<file path="src/rtl/enc_snap_sched_pkg.sv">
// enc_snap_sched_pkg
// Shared constants and types for the encoder snapshot scheduler:
// FSM state encoding, shadow read-select codes, preload reset value,
// copy length and small index helpers.
package enc_snap_sched_pkg;

  typedef enum logic [1:0] {
    ST_IDLE  = 2'd0,
    ST_LATCH = 2'd1,
    ST_COPY  = 2'd2,
    ST_SWAP  = 2'd3
  } snapState_e;

  localparam logic [1:0]  RD_QUAD   = 2'd0;
  localparam logic [1:0]  RD_PERD   = 2'd1;
  localparam logic [1:0]  RD_FREQ   = 2'd2;
  localparam logic [1:0]  RD_STATUS = 2'd3;

  localparam int          QUAD_W    = 25;
  localparam int          COPY_LEN  = 12;
  localparam logic [23:0] PRELOAD_DEFAULT = 24'h800000;

  // One-hot strobe for a 2-bit channel number (ch1 = bit 0).
  function automatic logic [3:0] chOneHot(input logic [1:0] ch);
    return 4'b0001 << ch;
  endfunction

  // Flat word index into a bank: three words per channel (quad, perd, freq).
  function automatic logic [3:0] wordIndex(input logic [1:0] ch, input logic [1:0] sel);
    return ({2'b00, ch} * 4'd3) + {2'b00, sel};
  endfunction

endpackage

</file>
<file path="src/rtl/enc_preload_arb.sv">
// enc_preload_arb
// Two-requester fixed-priority arbiter onto the single preload/set_enc port.
// Ports:
//   sysclk, reset      clock, synchronous active-low reset
//   hpReq_i/Ch_i/Data_i host preload request (one-cycle pulse, wins ties)
//   axReq_i/Ch_i/Data_i aux preload request (level, held until axAck_o)
//   axAck_o            one-cycle grant to aux, coincident with its strobe
//   setEnc_o           one-hot one-cycle preload strobe
//   preload_o          preload value, held until the next grant
module enc_preload_arb
  import enc_snap_sched_pkg::*;
(
  input  logic        sysclk,
  input  logic        reset,
  input  logic        hpReq_i,
  input  logic [1:0]  hpCh_i,
  input  logic [23:0] hpData_i,
  input  logic        axReq_i,
  input  logic [1:0]  axCh_i,
  input  logic [23:0] axData_i,
  output logic        axAck_o,
  output logic [3:0]  setEnc_o,
  output logic [23:0] preload_o
);

  logic [3:0]  setEnc_q, setEnc_d;
  logic [23:0] preload_q, preload_d;
  logic        axAck_q, axAck_d;

  // Grant decision. Host always wins. Aux is still holding its request in
  // the cycle it sees its ack, so a grant is suppressed while axAck_q is set
  // to avoid issuing the same aux preload twice.
  always_comb begin
    setEnc_d  = '0;
    preload_d = preload_q;
    axAck_d   = 1'b0;
    if (hpReq_i) begin
      setEnc_d  = chOneHot(hpCh_i);
      preload_d = hpData_i;
    end else if (axReq_i && !axAck_q) begin
      setEnc_d  = chOneHot(axCh_i);
      preload_d = axData_i;
      axAck_d   = 1'b1;
    end
  end

  // Registered outputs so the strobe lands the cycle after the request.
  always_ff @(posedge sysclk) begin
    if (!reset) begin
      setEnc_q  <= '0;
      preload_q <= PRELOAD_DEFAULT;
      axAck_q   <= 1'b0;
    end else begin
      setEnc_q  <= setEnc_d;
      preload_q <= preload_d;
      axAck_q   <= axAck_d;
    end
  end

  assign setEnc_o  = setEnc_q;
  assign preload_o = preload_q;
  assign axAck_o   = axAck_q;

endmodule

</file>
<file path="src/rtl/enc_snap_sched.sv">
// enc_snap_sched
// Coherent snapshot sequencer for the four-channel encoder datapath plus the
// preload arbiter. A host or periodic trigger latches all 12 live words in one
// cycle, copies them one per cycle into the inactive half of a double-buffered
// shadow bank, then swaps banks so reads always see a complete sample set.
// Ports:
//   sysclk, reset            clock, synchronous active-low reset
//   quad_in/perd_in/freq_in  live encoder words, ch1 in LSBs
//   host_trig, tmr_period    snapshot triggers (period 0 disables the timer)
//   rd_ch, rd_sel, rd_data   registered shadow read (sel 3 = status word)
//   busy, seq_cnt, ovr_cnt   sequencer status
//   hp_*, ax_*, set_enc, preload  preload arbitration
module enc_snap_sched
  import enc_snap_sched_pkg::*;
#(
  parameter int NCH   = 4,
  parameter int TMR_W = 24,
  parameter int SEQ_W = 16
) (
  input  logic                  sysclk,
  input  logic                  reset,
  input  logic [NCH*QUAD_W-1:0] quad_in,
  input  logic [NCH*32-1:0]     perd_in,
  input  logic [NCH*32-1:0]     freq_in,
  input  logic                  host_trig,
  input  logic [TMR_W-1:0]      tmr_period,
  input  logic [1:0]            rd_ch,
  input  logic [1:0]            rd_sel,
  output logic [31:0]           rd_data,
  output logic                  busy,
  output logic [SEQ_W-1:0]      seq_cnt,
  output logic [7:0]            ovr_cnt,
  input  logic                  hp_req,
  input  logic [1:0]            hp_ch,
  input  logic [23:0]           hp_data,
  input  logic                  ax_req,
  input  logic [1:0]            ax_ch,
  input  logic [23:0]           ax_data,
  output logic                  ax_ack,
  output logic [3:0]            set_enc,
  output logic [23:0]           preload
);

  snapState_e       state_q, state_d;
  logic [3:0]       copyIdx_q, copyIdx_d;
  logic             pending_q, pending_d;
  logic [7:0]       ovrCnt_q, ovrCnt_d;
  logic [SEQ_W-1:0] seqCnt_q;
  logic             activeBank_q;
  logic [TMR_W-1:0] tmrCnt_q, tmrCnt_d;
  logic             tmrTrig;
  logic             trig;
  logic [31:0]      stage_q [COPY_LEN];
  logic [31:0]      bank_q  [2][COPY_LEN];
  logic [31:0]      rdData_q;
  logic [31:0]      statusWord;

  // Periodic timer: wraps at tmr_period-1 and fires a one-cycle trigger.
  // The >= compare recovers cleanly if the period is lowered mid-count.
  always_comb begin
    tmrCnt_d = '0;
    tmrTrig  = 1'b0;
    if (tmr_period != '0) begin
      if (tmrCnt_q >= tmr_period - TMR_W'(1)) begin
        tmrTrig = 1'b1;
      end else begin
        tmrCnt_d = tmrCnt_q + TMR_W'(1);
      end
    end
  end

  assign trig = host_trig | tmrTrig;
  assign busy = (state_q != ST_IDLE);

  // Snapshot FSM next state, plus the one-deep pending trigger and the
  // saturating overrun counter for triggers that arrive while busy.
  always_comb begin
    state_d   = state_q;
    copyIdx_d = copyIdx_q;
    pending_d = pending_q;
    ovrCnt_d  = ovrCnt_q;
    case (state_q)
      ST_IDLE: begin
        if (trig || pending_q) begin
          state_d   = ST_LATCH;
          pending_d = 1'b0;
        end
      end
      ST_LATCH: begin
        state_d   = ST_COPY;
        copyIdx_d = '0;
      end
      ST_COPY: begin
        if (copyIdx_q == 4'(COPY_LEN - 1)) begin
          state_d = ST_SWAP;
        end else begin
          copyIdx_d = copyIdx_q + 4'd1;
        end
      end
      ST_SWAP: begin
        state_d = ST_IDLE;
      end
      default: state_d = ST_IDLE;
    endcase
    if (busy && trig) begin
      if (!pending_q) begin
        pending_d = 1'b1;
      end else if (ovrCnt_q != 8'hFF) begin
        ovrCnt_d = ovrCnt_q + 8'd1;
      end
    end
  end

  // Control registers. The bank flips and the sequence advances only in
  // SWAP, so a reset mid-sequence leaves no half-copied bank visible.
  always_ff @(posedge sysclk) begin
    if (!reset) begin
      state_q      <= ST_IDLE;
      copyIdx_q    <= '0;
      pending_q    <= 1'b0;
      ovrCnt_q     <= '0;
      seqCnt_q     <= '0;
      activeBank_q <= 1'b0;
      tmrCnt_q     <= '0;
    end else begin
      state_q   <= state_d;
      copyIdx_q <= copyIdx_d;
      pending_q <= pending_d;
      ovrCnt_q  <= ovrCnt_d;
      tmrCnt_q  <= tmrCnt_d;
      if (state_q == ST_SWAP) begin
        activeBank_q <= ~activeBank_q;
        seqCnt_q     <= seqCnt_q + SEQ_W'(1);
      end
    end
  end

  // Staging capture: all 12 live words in the single LATCH cycle, so the set
  // is coherent. Quad counts are zero-extended to 32 bits here.
  always_ff @(posedge sysclk) begin
    if (!reset) begin
      for (int i = 0; i < COPY_LEN; i++) stage_q[i] <= '0;
    end else if (state_q == ST_LATCH) begin
      for (int ch = 0; ch < NCH; ch++) begin
        stage_q[3*ch]   <= {{(32-QUAD_W){1'b0}}, quad_in[ch*QUAD_W +: QUAD_W]};
        stage_q[3*ch+1] <= perd_in[ch*32 +: 32];
        stage_q[3*ch+2] <= freq_in[ch*32 +: 32];
      end
    end
  end

  // Shadow banks: COPY writes one staged word per cycle into the bank that
  // readers are not currently looking at.
  always_ff @(posedge sysclk) begin
    if (!reset) begin
      for (int b = 0; b < 2; b++) begin
        for (int i = 0; i < COPY_LEN; i++) bank_q[b][i] <= '0;
      end
    end else if (state_q == ST_COPY) begin
      bank_q[~activeBank_q][copyIdx_q] <= stage_q[copyIdx_q];
    end
  end

  assign statusWord = {16'(seqCnt_q), ovrCnt_q, 6'b0, pending_q, busy};

  // Registered read port from the active bank or the live status word.
  always_ff @(posedge sysclk) begin
    if (!reset) begin
      rdData_q <= '0;
    end else if (rd_sel == RD_STATUS) begin
      rdData_q <= statusWord;
    end else begin
      rdData_q <= bank_q[activeBank_q][wordIndex(rd_ch, rd_sel)];
    end
  end

  assign rd_data = rdData_q;
  assign seq_cnt = seqCnt_q;
  assign ovr_cnt = ovrCnt_q;

  enc_preload_arb uArb (
    .sysclk    (sysclk),
    .reset     (reset),
    .hpReq_i   (hp_req),
    .hpCh_i    (hp_ch),
    .hpData_i  (hp_data),
    .axReq_i   (ax_req),
    .axCh_i    (ax_ch),
    .axData_i  (ax_data),
    .axAck_o   (ax_ack),
    .setEnc_o  (set_enc),
    .preload_o (preload)
  );

endmodule

</file>
<file path="config.mk">
export PLATFORM = sky130hd
export DESIGN_NAME = enc_snap_sched
export DESIGN_NICKNAME = d
export VERILOG_FILES = /design/src/rtl/enc_snap_sched_pkg.sv /design/src/rtl/enc_preload_arb.sv /design/src/rtl/enc_snap_sched.sv
export SDC_FILE = /design/constraint.sdc
export NUM_CORES = 2
export LEC_CHECK = 0
export ABC_AREA = 1
export CAP_MARGIN = 5
export CORE_MARGIN = 2
export CORE_UTILIZATION = 49
export DETAILED_ROUTE_END_ITERATION = 7
export HOLD_SLACK_MARGIN = 0.12
export PLACE_DENSITY = 0.7
export SLEW_MARGIN = 20
export SYNTH_ARGS = -nofsm -noshare
export SYNTH_HDL_FRONTEND = slang
export SYNTH_SLANG_ARGS = --single-unit
export TNS_END_PERCENT = 30
</file>
<file path="constraint.sdc">
create_clock -name sysclk -period 27.7 [get_ports sysclk]
set_input_delay 4.155 -clock sysclk [delete_from_list [all_inputs] [get_ports sysclk]]
set_output_delay 4.155 -clock sysclk [all_outputs]
set_load 0.005 [all_outputs]
</file>
==> results.sh <==
export IMPL_status="finished clean"
export IMPL_wl_met2_um=79100
export IMPL_finalSetupTns_ns=0
export IMPL_ys_flop_type="edfxtp_1"
export IMPL_vias=41771
export IMPL_grt_pass1_vias=39886
export IMPL_clockBufferDepth=3
export IMPL_worst_pin_slew_ns=1.25
export IMPL_portBuffers=526
export IMPL_asyncSetResetFlopFracSynth_pct=0
export IMPL_period_share_pct=28.0
export IMPL_ir_drop_mv=0.0519
export IMPL_postCtsHoldBufs=0
export IMPL_power_density_nw_per_um2=80.6
export IMPL_clock_latency_ns=0.73
export IMPL_path_class="in -> reg"
export IMPL_final_cell_mix="nor2_1 (1257), edfxtp_1 (1124), nand2_1 (614), clkdlybuf4s50_1 (525), inv_1 (491)"
export IMPL_htreeDepth=3
export IMPL_syn_nets=5765
export IMPL_place_area_um2=61300
export IMPL_fin_hold_ws_ns=0.442
export IMPL_cpMostUsedCell="fa_1"
export IMPL_synth_xor_area_share_pct=0.572
export IMPL_critPathRequiredTime_ns=28.31
export IMPL_post_synth_and_or_nand_nor_area_fraction_pct=15.0
export IMPL_nNetsFinal=6120
export IMPL_rsz0062_at_grt="false"
export IMPL_hold_path_class="reg -> reg"
export IMPL_io_pins=527
export IMPL_path_max_fanout=33
export IMPL_slowest_delay_ns=0.98
export IMPL_top_layer="met5"
export IMPL_syn_area_um2=55100
export IMPL_wl_um=170000
export IMPL_synth_top_family_by_area="simple AND/OR/NAND/NOR gates"
export IMPL_syn_instance_count=5284
export IMPL_first_iter_violations=5705
export IMPL_grt_use_total_pct=28.9
export IMPL_wl_met1_um=66000
export IMPL_dieArea_um2=115000
export IMPL_die_x_um=339
export IMPL_fillers=9233
export IMPL_post_drt_wl_per_cell_um=23.4
export IMPL_cap_violations=0
export IMPL_fp_coreArea_um2=112000
export IMPL_drive_gt1_share_pct=5.52
export IMPL_first_pass_iters=6
export IMPL_fmax_ghz=0.129
export IMPL_synthMuxAreaShare_pct=0
export IMPL_overflow=0
export IMPL_viasPerCell=5.75
export IMPL_dp_hpwl_um=105000
export IMPL_slew_viol_final=0
export IMPL_synth_seq_cells=1246
export IMPL_cp_slowest_cell="nor2_4"
export IMPL_cts_tree="built"
export IMPL_yosys_area_share_adder_pct=0.936
export IMPL_worst_clock_skew_ns=0.0286
export IMPL_final_common_cell="nor2_1"
export IMPL_die_h_um=339
export IMPL_hold_viol=0
export IMPL_ys_warn_count=0
export IMPL_crit_chain="clkdlybuf4s50_1, fa_1, ha_4, inv_1, fa_1, buf_4, clkinv_1, nor2_4, o311ai_0, a31oi_1"
export IMPL_rows=123
export IMPL_grt_max_degree=186
export IMPL_cp_top_family="buffers and inverters"
export IMPL_end_kind="flip-flop"
export IMPL_root_buffer="clkbuf_16"
export IMPL_slew_headroom_pct=16.7
export IMPL_synth_compound_area_share_pct=11.4
export IMPL_finalCriticalPeriod_ns=7.77
export IMPL_drc=0
export IMPL_fin_area_um2=65300
export IMPL_setup_worst_path_start_class="input port"
export IMPL_antenna_found_initial=20
export IMPL_cts_setup_buffers=0
export IMPL_cts_sinks=1246
export IMPL_crit_buf_inv=4
export IMPL_cp_arrival_ns=8.38
export IMPL_ctsResizeCount=0
export IMPL_antenna_left=0
export IMPL_start_util_pct=49.2
export IMPL_p_leak_uw=0.0253
export IMPL_met3WireLength_um=17200
export IMPL_syn_area_per_cell_um2=10.4
export IMPL_ys_types=44
export IMPL_setup_violations=0
export IMPL_grt_pass1_wl_um=251000
export IMPL_cts_buffers=120
export IMPL_seq_area_frac_synth_pct=65.7
export IMPL_synth_edf_count=1124
export IMPL_areaGrowthSynthToFinish_pct=18.6
export IMPL_path_clk_slew_ns=0.06
export IMPL_routabilityCongestion=0.891
==> final timing paths <==
path / start / end / slack [ns] / cells past startpoint
min: uArb.axAck_o$_SDFF_PP0_ / uArb.axAck_o$_SDFF_PP0_ / 0.44 / 1
max reg2reg: flip-flop / bank_q[1][107]$_DFFE_PP_ / 22.64 / 9
max: rd_ch[0] / rd_data[27]$_SDFF_PN0_ / 19.93 / 10
min reg2reg: uArb.axAck_o$_SDFF_PP0_ / uArb.axAck_o$_SDFF_PP0_ / 0.44 / 1
==> registers in the layout, summed over array words and instances, names as in the netlist, 2 cells and up, named ones only <==
| name | flops |
|---|---|
| uArb.setEnc_o | 4 |
| copyIdx_q | 4 |
| seq_cnt | 16 |
| stage_q | 356 |
| bank_q | 768 |
| state_q | 2 |
| tmrCnt_q | 24 |
| ovr_cnt | 8 |
| uArb.preload_o | 24 |
| rd_data | 32 |
==> cell families after synthesis <==
family	after synthesis
adder cells (fa/ha/maj)	40
buffers and inverters	875
flip-flops	1246
AO/OA/AOI/OAI	1016
XOR/XNOR	36
AND/OR/NAND/NOR	2071
==> cells in the mapped netlist, types with 2 or more instances <==
| cell type | instances | area share (%) |
|---|---|---|
| a22o_1 | 3 | 0.048 |
| clkbuf_1 | 231 | 1.6 |
| xnor2_1 | 11 | 0.17 |
| nor2_1 | 1260 | 8.6 |
| o221ai_1 | 124 | 2.0 |
| a31oi_1 | 49 | 0.56 |
| nand3_4 | 10 | 0.32 |
| a221o_1 | 3 | 0.055 |
| buf_6 | 6 | 0.12 |
| nor3b_1 | 5 | 0.068 |
| edfxtp_1 | 1124 | 61 |
| o31ai_1 | 31 | 0.42 |
| inv_2 | 4 | 0.027 |
| nand2_2 | 5 | 0.057 |
| nor3_1 | 43 | 0.39 |
| xor2_1 | 25 | 0.40 |
| ha_1 | 38 | 0.86 |
| a211oi_1 | 2 | 0.027 |
| o21ai_0 | 415 | 3.8 |
| inv_1 | 494 | 3.4 |
| dfxtp_1 | 122 | 4.4 |
| a21oi_1 | 193 | 1.8 |
| clkinv_1 | 6 | 0.041 |
| buf_1 | 18 | 0.12 |
| buf_2 | 99 | 0.90 |
| buf_4 | 16 | 0.22 |
| nand3_2 | 16 | 0.29 |
| nand4_1 | 14 | 0.16 |
| a32o_1 | 25 | 0.45 |
| nand3b_1 | 3 | 0.041 |
| a22oi_1 | 25 | 0.34 |
| fa_1 | 2 | 0.073 |
| nand3_1 | 83 | 0.75 |
| nor4_1 | 6 | 0.068 |
| o21a_1 | 3 | 0.041 |
| nand2_1 | 617 | 4.2 |
| o311ai_0 | 26 | 0.41 |
| o211ai_1 | 76 | 1.0 |
| or2_2 | 7 | 0.079 |
| a21o_1 | 4 | 0.055 |
| o22ai_1 | 37 | 0.42 |
==> layer usage <==
layer | up-vias | track usage (%)
met5 | - | 0
met4 | 6 | 12.0
met3 | 345 | 4.77
met2 | 2459 | 45.9
met1 | 20099 | 39.6
li1 | 18862 | -
==> worst register-to-register path: cells and delay by family, from the launching register on <==
family | cells | cell delay, ns
buffers and inverters | 4 | 2.55
DFF | 1 | 0.59
and+or+nand+nor | 3 | 0.82
AOI/OAI and AO/OA | 2 | 0.84
==> where the power goes <==
part / internal (µW) / switching [µW]
clock network: 944 / 722
logic: 284 / 745
registers: 2460 / 109
total: 3690 / 1580
==> stage by stage <==
stage	instances	utilization [%]	setup WS, ns	power (µW)
floorplan	5284	-	14.48	3210
global placement	7016	54.7	19.34	3590
detailed placement	7016	54.7	19.30	3620
CTS	7244	58.3	20.04	5260
global route	7262	58.3	19.88	5450
finish	7263	58.3	19.93	5270
==> final cells by class <==
| cell class | instances | area, µm² | share of cell area, % |
|---|---|---|---|
| tap | 1500 | 1880 | 2.87 |
| multi-input combinational | 3163 | 15500 | 23.7 |
| antenna | 18 | 45.0 | 0.0689 |
| sequential | 1246 | 36200 | 55.4 |
| timing repair buffer | 604 | 5880 | 9.00 |
| clock buffer | 159 | 3240 | 4.96 |
| clock inverter | 69 | 709 | 1.09 |
| inverter | 504 | 1920 | 2.93 |
No activity file was read; power rests on OpenSTA's default activity.
